### src/rtl/wb_arbiter2_pkg.sv
// Shared types for the two-master Wishbone arbiter.
// State encoding and grant indices.
package wb_arbiter2_pkg;

  typedef enum logic [1:0] {
    IDLE = 2'd0,
    OWN0 = 2'd1,
    OWN1 = 2'd2
  } arb_state_e;

  localparam logic GNT_M0 = 1'b0;
  localparam logic GNT_M1 = 1'b1;

endpackage

### src/rtl/wb_timeout_cnt.sv
// Stall counter for an owned bus cycle.
// Pulses expire_o once TIMEOUT stalled strobes have elapsed.
module wb_timeout_cnt #(
  parameter int TIMEOUT = 255
) (
  input  logic clk_i,
  input  logic rst_i,
  input  logic clr_i,
  input  logic en_i,
  output logic expire_o
);

  localparam bit ON = (TIMEOUT > 0);
  localparam int CW = ON ? $clog2(TIMEOUT + 1) : 1;
  localparam logic [CW-1:0] LIMIT = CW'(TIMEOUT);

  logic [CW-1:0] cnt_q;

  // Compare with >= so a held count never slips past the limit.
  assign expire_o = ON && en_i && (cnt_q >= LIMIT);

  always_ff @(posedge clk_i or negedge rst_i) begin
    if (!rst_i) begin
      cnt_q <= '0;
    end else if (clr_i || expire_o) begin
      cnt_q <= '0;
    end else if (ON && en_i) begin
      cnt_q <= cnt_q + CW'(1);
    end
  end

endmodule

### src/rtl/wb_arbiter2.sv
// Two-master Wishbone classic arbiter, round-robin per CYC,
// with a stalled-cycle timeout that forces ERR to the owner.
module wb_arbiter2
  import wb_arbiter2_pkg::*;
#(
  parameter int ADDR_W  = 32,
  parameter int DATA_W  = 32,
  parameter int TIMEOUT = 255
) (
  input  logic                clk_i,
  input  logic                rst_i,
  input  logic                m0_cyc_i,
  input  logic                m0_stb_i,
  input  logic                m0_we_i,
  input  logic [ADDR_W-1:0]   m0_addr_i,
  input  logic [DATA_W-1:0]   m0_dat_i,
  input  logic [DATA_W/8-1:0] m0_sel_i,
  output logic [DATA_W-1:0]   m0_dat_o,
  output logic                m0_ack_o,
  output logic                m0_err_o,
  input  logic                m1_cyc_i,
  input  logic                m1_stb_i,
  input  logic                m1_we_i,
  input  logic [ADDR_W-1:0]   m1_addr_i,
  input  logic [DATA_W-1:0]   m1_dat_i,
  input  logic [DATA_W/8-1:0] m1_sel_i,
  output logic [DATA_W-1:0]   m1_dat_o,
  output logic                m1_ack_o,
  output logic                m1_err_o,
  output logic                s_cyc_o,
  output logic                s_stb_o,
  output logic                s_we_o,
  output logic [ADDR_W-1:0]   s_addr_o,
  output logic [DATA_W-1:0]   s_dat_o,
  output logic [DATA_W/8-1:0] s_sel_o,
  input  logic [DATA_W-1:0]   s_dat_i,
  input  logic                s_ack_i,
  input  logic                s_err_i,
  output logic [1:0]          gnt_o
);

  arb_state_e state_q, state_d;
  logic       last_q, last_d;
  logic       own0, own1, owned;
  logic       tmo_en, tmo_clr, tmo_exp;
  logic       err_any, ack_any;

  always_ff @(posedge clk_i or negedge rst_i) begin
    if (!rst_i) begin
      state_q <= IDLE;
      last_q  <= GNT_M1;
    end else begin
      state_q <= state_d;
      last_q  <= last_d;
    end
  end

  // Handover always passes through IDLE, leaving one dead cycle.
  always_comb begin
    state_d = state_q;
    last_d  = last_q;
    unique case (state_q)
      IDLE: begin
        if (m0_cyc_i && (!m1_cyc_i || last_q == GNT_M1)) begin
          state_d = OWN0;
          last_d  = GNT_M0;
        end else if (m1_cyc_i) begin
          state_d = OWN1;
          last_d  = GNT_M1;
        end
      end
      OWN0: if (!m0_cyc_i) state_d = IDLE;
      OWN1: if (!m1_cyc_i) state_d = IDLE;
      default: state_d = IDLE;
    endcase
  end

  assign own0  = (state_q == OWN0);
  assign own1  = (state_q == OWN1);
  assign owned = own0 | own1;
  assign gnt_o = {own1, own0};

  always_comb begin
    s_cyc_o  = 1'b0;
    s_stb_o  = 1'b0;
    s_we_o   = 1'b0;
    s_addr_o = '0;
    s_dat_o  = '0;
    s_sel_o  = '0;
    unique case (1'b1)
      own0: begin
        s_cyc_o  = m0_cyc_i;
        s_stb_o  = m0_stb_i;
        s_we_o   = m0_we_i;
        s_addr_o = m0_addr_i;
        s_dat_o  = m0_dat_i;
        s_sel_o  = m0_sel_i;
      end
      own1: begin
        s_cyc_o  = m1_cyc_i;
        s_stb_o  = m1_stb_i;
        s_we_o   = m1_we_i;
        s_addr_o = m1_addr_i;
        s_dat_o  = m1_dat_i;
        s_sel_o  = m1_sel_i;
      end
      default: begin
      end
    endcase
  end

  assign tmo_en  = owned & s_stb_o & ~s_ack_i & ~s_err_i;
  assign tmo_clr = ~owned | s_ack_i | s_err_i;

  wb_timeout_cnt #(
    .TIMEOUT (TIMEOUT)
  ) u_tmo (
    .clk_i    (clk_i),
    .rst_i    (rst_i),
    .clr_i    (tmo_clr),
    .en_i     (tmo_en),
    .expire_o (tmo_exp)
  );

  // Error beats ack when both arrive together.
  assign err_any = s_err_i | tmo_exp;
  assign ack_any = s_ack_i & ~err_any;

  assign m0_dat_o = owned ? s_dat_i : '0;
  assign m1_dat_o = owned ? s_dat_i : '0;
  assign m0_ack_o = own0 & ack_any;
  assign m0_err_o = own0 & err_any;
  assign m1_ack_o = own1 & ack_any;
  assign m1_err_o = own1 & err_any;

endmodule

### config.mk
export PLATFORM = sky130hd
export DESIGN_NAME = wb_arbiter2
export DESIGN_NICKNAME = d
export VERILOG_FILES = /design/src/rtl/wb_arbiter2_pkg.sv /design/src/rtl/wb_timeout_cnt.sv /design/src/rtl/wb_arbiter2.sv
export SDC_FILE = /design/constraint.sdc
export NUM_CORES = 1
export LEC_CHECK = 0
export BUFFER_PORTS_ARGS = -buffer_cell sky130_fd_sc_hd__buf_4
export CAP_MARGIN = 10
export CORE_AREA = 2 2 124 126
export DETAILED_ROUTE_END_ITERATION = 8
export DIE_AREA = 0 0 126 128
export SYNTH_ARGS = -nofsm -noshare
export SYNTH_HDL_FRONTEND = slang
export SYNTH_SLANG_ARGS = --single-unit
### constraint.sdc
create_clock -name clk_i -period 2.49 [get_ports clk_i]
set_clock_uncertainty 0.1 [all_clocks]
set_input_delay 0.498 -clock clk_i [delete_from_list [all_inputs] [get_ports clk_i]]
set_output_delay 0.498 -clock clk_i [all_outputs]
set_load 0.05 [all_outputs]
# [Word level (Yosys, flattened, before mapping)]
# Index checks and enable logic that the tools add are counted.
[classes] n_addsub=1 n_lt_le_gt_ge=1 n_reduce_logical=10 bitwise_logic=16 mux=16 n_eq_ne=5
[op_table] operator="case mux 32 bit (2 select lines)" n=2
[op_table] operator="two-way mux 32 bit" n=1
[op_table] operator="two-way mux 8 bit" n=2
[op_table] operator="adder 8 x 1 -> 8 bit, second input constant" n=1
[op_table] operator="bitwise AND 1 bit" n=8
[op_table] operator="greater-or-equal comparator 8 bit, second input constant" n=1
[op_table] operator="two-way mux 2 bit" n=4
[op_table] operator="case mux 4 bit (2 select lines)" n=1
[op_table] operator="case mux 1 bit (2 select lines)" n=3
[op_table] operator="case mux 2 bit (3 select lines)" n=1
[op_table] operator="inequality test 2 bit, second input constant" n=2
[op_table] operator="NOT 1 bit" n=4
[op_table] operator="OR 1 bit" n=4
[op_table] operator="nonzero test 2 bit" n=2
[op_table] operator="inequality test 3 bit, second input constant" n=1
[op_table] operator="AND reduction 3 bit" n=1
[op_table] operator="== test 2 x 1 -> 1 bit, second input constant" n=1
[op_table] operator="== test 2 bit, second input constant" n=1
[op_table] operator="logical AND 1 bit" n=2
[op_table] operator="zero test 2 bit" n=1
[op_table] operator="logical OR 1 bit" n=2
[op_table] operator="two-way mux 1 bit" n=2
[op_table] operator="AND reduction 2 bit" n=1
[op_table] operator="zero test 1 bit" n=1
[totals] wordCells=52 output_inout_bits=141 regBits=11 in_bits=178

# [Longest topological paths before layout]
[logic_depth] ltp_word=10 mapped_depth=7 mapped_depth_nobuf=6

# [Cells and area by module]
# A second synthesis with hierarchy kept.
[hier_totals] hier_cells=309 hier_area_um2=2255.9
[by_module_without_submodules] mod="wb_arbiter2" area_each_um2=1818.0 n_inst=1 seq_area_each_um2=76.3 cells_each=264
[by_module_without_submodules] mod="wb_timeout_cnt" area_each_um2=437.9 n_inst=1 seq_area_each_um2=200.2 cells_each=45

# [Worst setup path after synthesis]
# Ideal clock, no wire load.
[synth_path] path_kind="register -> output" from="reg state_q[0]" to="out m1_dat_o[0]" slack_ns=-0.071 t_arrival_ns=1.963 required_time_ns=1.892 path_stages_with_launch=7 path_buffers=3 cell_sequence="dfrtp_1 -> inv_1 -> ha_1 -> clkbuf_1 -> clkbuf_1 -> and2_1 -> buf_4"
[synth_between] elab_chain_len=3 word_cells_on_any_way=4 cone_classes="eq/ne: 2; mux: 1; bitwise: 1"
[synth_rtl] element="start: declaration" line_no="wb_arbiter2.sv:42" rtl="arb_state_e state_q, state_d;"
[synth_rtl] element="start signal: assignment" line_no="wb_arbiter2.sv:53" rtl="state_q <= state_d;"
[synth_rtl] element="== test 2 x 1 -> 1 bit or == test 2 bit (tied branches)" line_no="wb_arbiter2.sv:78, wb_arbiter2.sv:79"
[synth_rtl] element="OR 1 bit (*)" line_no="wb_arbiter2.sv:80" rtl="assign owned = own0 | own1;"
[synth_rtl] element="two-way mux 32 bit (*)"
[synth_rtl] element="end: declaration" line_no="wb_arbiter2.sv:27" rtl="output logic [DATA_W-1:0] m1_dat_o,"
# Mark *: on every way between the ends. The rest lies on a longest branch, timed or not.

# [Worst setup path after layout]
[layout_path] from="reg state_q[0]" to="out m1_err_o"
[layout_between] elab_chain_len=8 word_cells_on_any_way=10 cone_classes="eq/ne: 2; mux: 1; bitwise: 6; reduce/logical: 1"
[layout_rtl] element="== test 2 bit or == test 2 x 1 -> 1 bit (tied branches)" line_no="wb_arbiter2.sv:79, wb_arbiter2.sv:78"
[layout_rtl] element="case mux 1 bit (2 select lines) or OR 1 bit (tied branches)" line_no="wb_arbiter2.sv:90, wb_arbiter2.sv:80"
[layout_rtl] element="bitwise AND 1 bit (3 in series)" line_no="wb_arbiter2.sv:112" rtl="assign tmo_en = owned & s_stb_o & ~s_ack_i & ~s_err_i;"
[layout_rtl] element="logical AND 1 bit" line_no="wb_timeout_cnt.sv:20" rtl="assign expire_o = ON && en_i && (cnt_q >= LIMIT);"
[layout_rtl] element="OR 1 bit" line_no="wb_arbiter2.sv:126" rtl="assign err_any = s_err_i | tmo_exp;"
[layout_rtl] element="bitwise AND 1 bit (*)" line_no="wb_arbiter2.sv:134" rtl="assign m1_err_o = own1 & err_any;"
[layout_rtl] element="end: declaration" line_no="wb_arbiter2.sv:29" rtl="output logic m1_err_o,"
# Marks and branches as above.

==> results.py <==
metrics = {
    "run_status": {
        "run_status": "completed",
    },
    "sta": {
        "hold_viol": 0,
        "clock.fmax_ghz": 0.418,
        "final-max-slew-violation-count": 0,
        "finalSetupViolCount": 0,
        "fin_crit_sh": 0.960,
        "period_minus_slack_ns": 2.39,
        "worstMarginPinSlew_ns": 0.509,
        "whs_ns": 0.358,
        "slew_headroom": 0.661,
    },
    "worst_setup_path": {
        "rr_worst_depth": 7,
        "critical_path.top_delay_family": "flip-flops",
        "cp.required_ns": 1.89,
        "cp-end-kind": "output pin",
        "arrival_ns": 1.79,
        "startpoint_type": "flop",
        "path_depth": 6,
        "path_max_fanout": 4,
        "path_buf_inv": 2,
        "cpMaxStageDelayCell": "dfrtp_1",
        "slowest_delay_ns": 0.40,
        "path_class": "flop to output pin",
        "path_cells": "inv_1 -> ha_4 -> nor3b_4 -> a31oi_1 -> nor2b_1 -> buf_6",
    },
    "cells_and_area": {
        "final.fill_count": 1574,
        "area_delta_synth_final_pct": 125,
        "multi_input_area_mm2": 0.00179,
        "nNetsFinal": 764,
        "layout.cells.non_filler": 771,
        "drive_gt1_frac": 0.747,
        "register_area_um2": 277,
    },
    "power_and_ir_drop": {
        "leakagePower_nw": 2.38,
        "peakVddDrop_v": 0.000467,
        "power.density_mw_per_mm2": 1440,
        "combPwrFrac": 0.927,
        "p_int_w": 0.00273,
        "switchingPower_w": 0.00446,
        "power.clock.fraction": 0.041,
        "p_sw_frac": 0.621,
        "power_frac_seq": 0.032,
    },
    "die": {
        "chipWidth_um": 126,
        "die-area_mm2": 0.0161,
        "io_pins": 319,
        "placement_rows": 45,
        "initial_core_util": 0.149,
        "die_height_um": 128,
        "fp.coreArea_mm2": 0.0149,
    },
    "drt": {
        "vias_per_cell": 4.31,
        "via_count": 3323,
        "routed_wl_mm": 12.4,
        "postRouteAntennaNets": 0,
        "first_iter_violations": 105,
        "wl_per_cell_um": 16.1,
        "route.detailed.drc": 0,
        "dr.pass1.iters": 4,
    },
    "clock_network": {
        "cts_tree": "done",
        "cts.clk_slew.worst_paths_ns": 0.04,
        "clock_path_buffers": 2,
        "cts_made_buffers": 3,
        "cts_root_buffer": "clkbuf_16",
        "insertion_delay_ns": 0.24,
        "cts_max_level": 1,
        "numClockSinks": 11,
    },
    "synthesis": {
        "synthesis.nets": 487,
        "ys_top_cells_by_area": "a22oi_1 (24%), nor2b_1 (20%), buf_4 (12%)",
        "yosys_register_bits": 11,
        "avgSynthCellArea_um2": 7.26,
        "synth_top_area_frac": 0.237,
        "yosys.cell_types.count": 31,
        "synth_warnings": 0,
        "syn_inst": 305,
        "synth_largest_area_cell": "a22oi_1",
        "synth_seq_area_share": 0.125,
        "synth_area_mm2": 0.00221,
    },
    "grt": {
        "grt_overflow": 0,
        "grt_usage": 0.130,
        "grt_pass1_vias": 3093,
        "antenna_found_initial": 2,
        "grt_max_degree": 58,
        "grt_pass1_wl_mm": 16.8,
    },
    "min_path": {
        "whs_path_depth": 2,
        "hp-class": "primary input to flop",
    },
    "flow_run": {
        "maxCapViolCount": 0,
    },
    "placement": {
        "portBuffers": 318,
        "dp_hpwl_mm": 10.0,
        "gp_congestion": 0.780,
        "dp_cells": 759,
    },
}
layout make-up:
class,count,area share
Tap cell,188,0.0471
Multi-Input combinational cell,228,0.359
Clock buffer,4,0.0158
Inverter,5,0.00376
Timing Repair Buffer,333,0.518
Sequential cell,11,0.0554
Antenna cell,2,0.00100
Yosys cell counts:
cell type / number
nor3b_4: 1
nor2_1: 7
buf_2: 4
a22oi_1: 70
a22oi_2: 1
a21oi_1: 5
buf_4: 34
a31oi_1: 2
o211ai_1: 1
a2111oi_4: 1
and3b_1: 2
dfrtp_1: 10
o31ai_1: 1
o21ai_0: 3
dfstp_2: 1
nand2_1: 8
xor2_1: 1
o2111ai_1: 1
nor3_1: 1
ha_1: 4
inv_1: 5
nand3_1: 3
nor2b_1: 72
xnor2_1: 4
clkbuf_1: 17
buf_1: 6
or3_1: 2
a22o_1: 2
nand4_1: 1
and2_1: 33
a211oi_1: 2
worst paths after layout:
check,slack (ns),from,end
worst max-delay path,0.1,state_q[0]$_DFFE_PN0P_,m1_err_o
worst min-delay path,0.36,m0_cyc_i,last_q$_DFFE_PN1P_
worst max register to register,0.57,state_q[0]$_DFFE_PN0P_,u_tmo.cnt_q[7]$_DFFE_PN0P_
worst min register to register,0.44,u_tmo.cnt_q[7]$_DFFE_PN0P_,u_tmo.cnt_q[7]$_DFFE_PN0P_
max in group asynchronous,1.52,rst_i,last_q$_DFFE_PN1P_
min in group asynchronous,0.54,rst_i,state_q[0]$_DFFE_PN0P_
power groups by stage:
stage	sequential [W]	clock (W)	combinational (W)
after floorplan	0.000226	0	0.00489
after global placement	0.000232	0	0.00656
after detailed placement	0.000232	0	0.00655
after CTS	0.000231	0.000304	0.00656
after global routing	0.000236	0.000318	0.00696
final	0.000234	0.000293	0.00666
sequential cells by signal, indices dropped and copies added, names as in the netlist:
signal / flops
last_q: 1
u_tmo.cnt_q: 8
state_q: 2
layout by cell type (no fill, tap or decap), types with 2 or more instances in the layout:
master / n
buf_4: 325
a22oi_1: 70
nor2b_2: 59
and2_2: 32
nor2b_1: 13
dfrtp_1: 10
nand2_1: 8
nor2_1: 7
inv_1: 5
a21oi_1: 5
buf_12: 5
xnor2_1: 4
clkbuf_16: 4
nand3_1: 3
o21ai_0: 3
ha_4: 3
diode_2: 2
and3b_1: 2
a31oi_1: 2
or3_1: 2
a211oi_1: 2
cells by family (layout without fill, tap and decap cells):
logic type               count (synthesis)  after routing  share of synthesized area
AND/OR/NAND/NOR                        130            130                      0.356
XOR/XNOR                                 5              5                     0.0198
AO/OA/AOI/OAI                           89             89                      0.305
buffers and inverters                   66            342                      0.172
adder cells (fa/ha/maj)                  4              4                     0.0226
other                                    0              2                          0
flip-flops                              11             11                      0.125
per-layer routing:
metal  up-vias  track usage  part of all wire
met5         -            0                 0
met4         0       0.0116            0.0022
met3         2       0.0422              0.10
met2       198        0.239              0.52
met1      1526        0.153              0.38
li1       1597            -                 -
timing repair:
item,CTS,global route
buffers inserted,0,4
setup endpoints to repair,0,12
hold buffers,1,0
endpoints found under the hold margin,10,0
gates resized for setup,0,5
metrics by stage:
| stage | util | worst slack [ns] | setup TNS [ns] | power, W | cell area (um^2) |
|---|---|---|---|---|---|
| after global routing | 0.335 | -0.0116 | -0.0226 | 0.00752 | 4990 |
| final | 0.336 | 0.0984 | 0 | 0.00719 | 4990 |
| after CTS | 0.329 | 0.0548 | 0 | 0.00710 | 4890 |
| after detailed placement | 0.323 | 0.310 | 0 | 0.00678 | 4800 |
| after floorplan | - | 0.00359 | 0 | 0.00511 | 2400 |
| after global placement | 0.323 | 0.309 | 0 | 0.00679 | 4800 |
No activity file was read; power rests on OpenSTA's default activity.
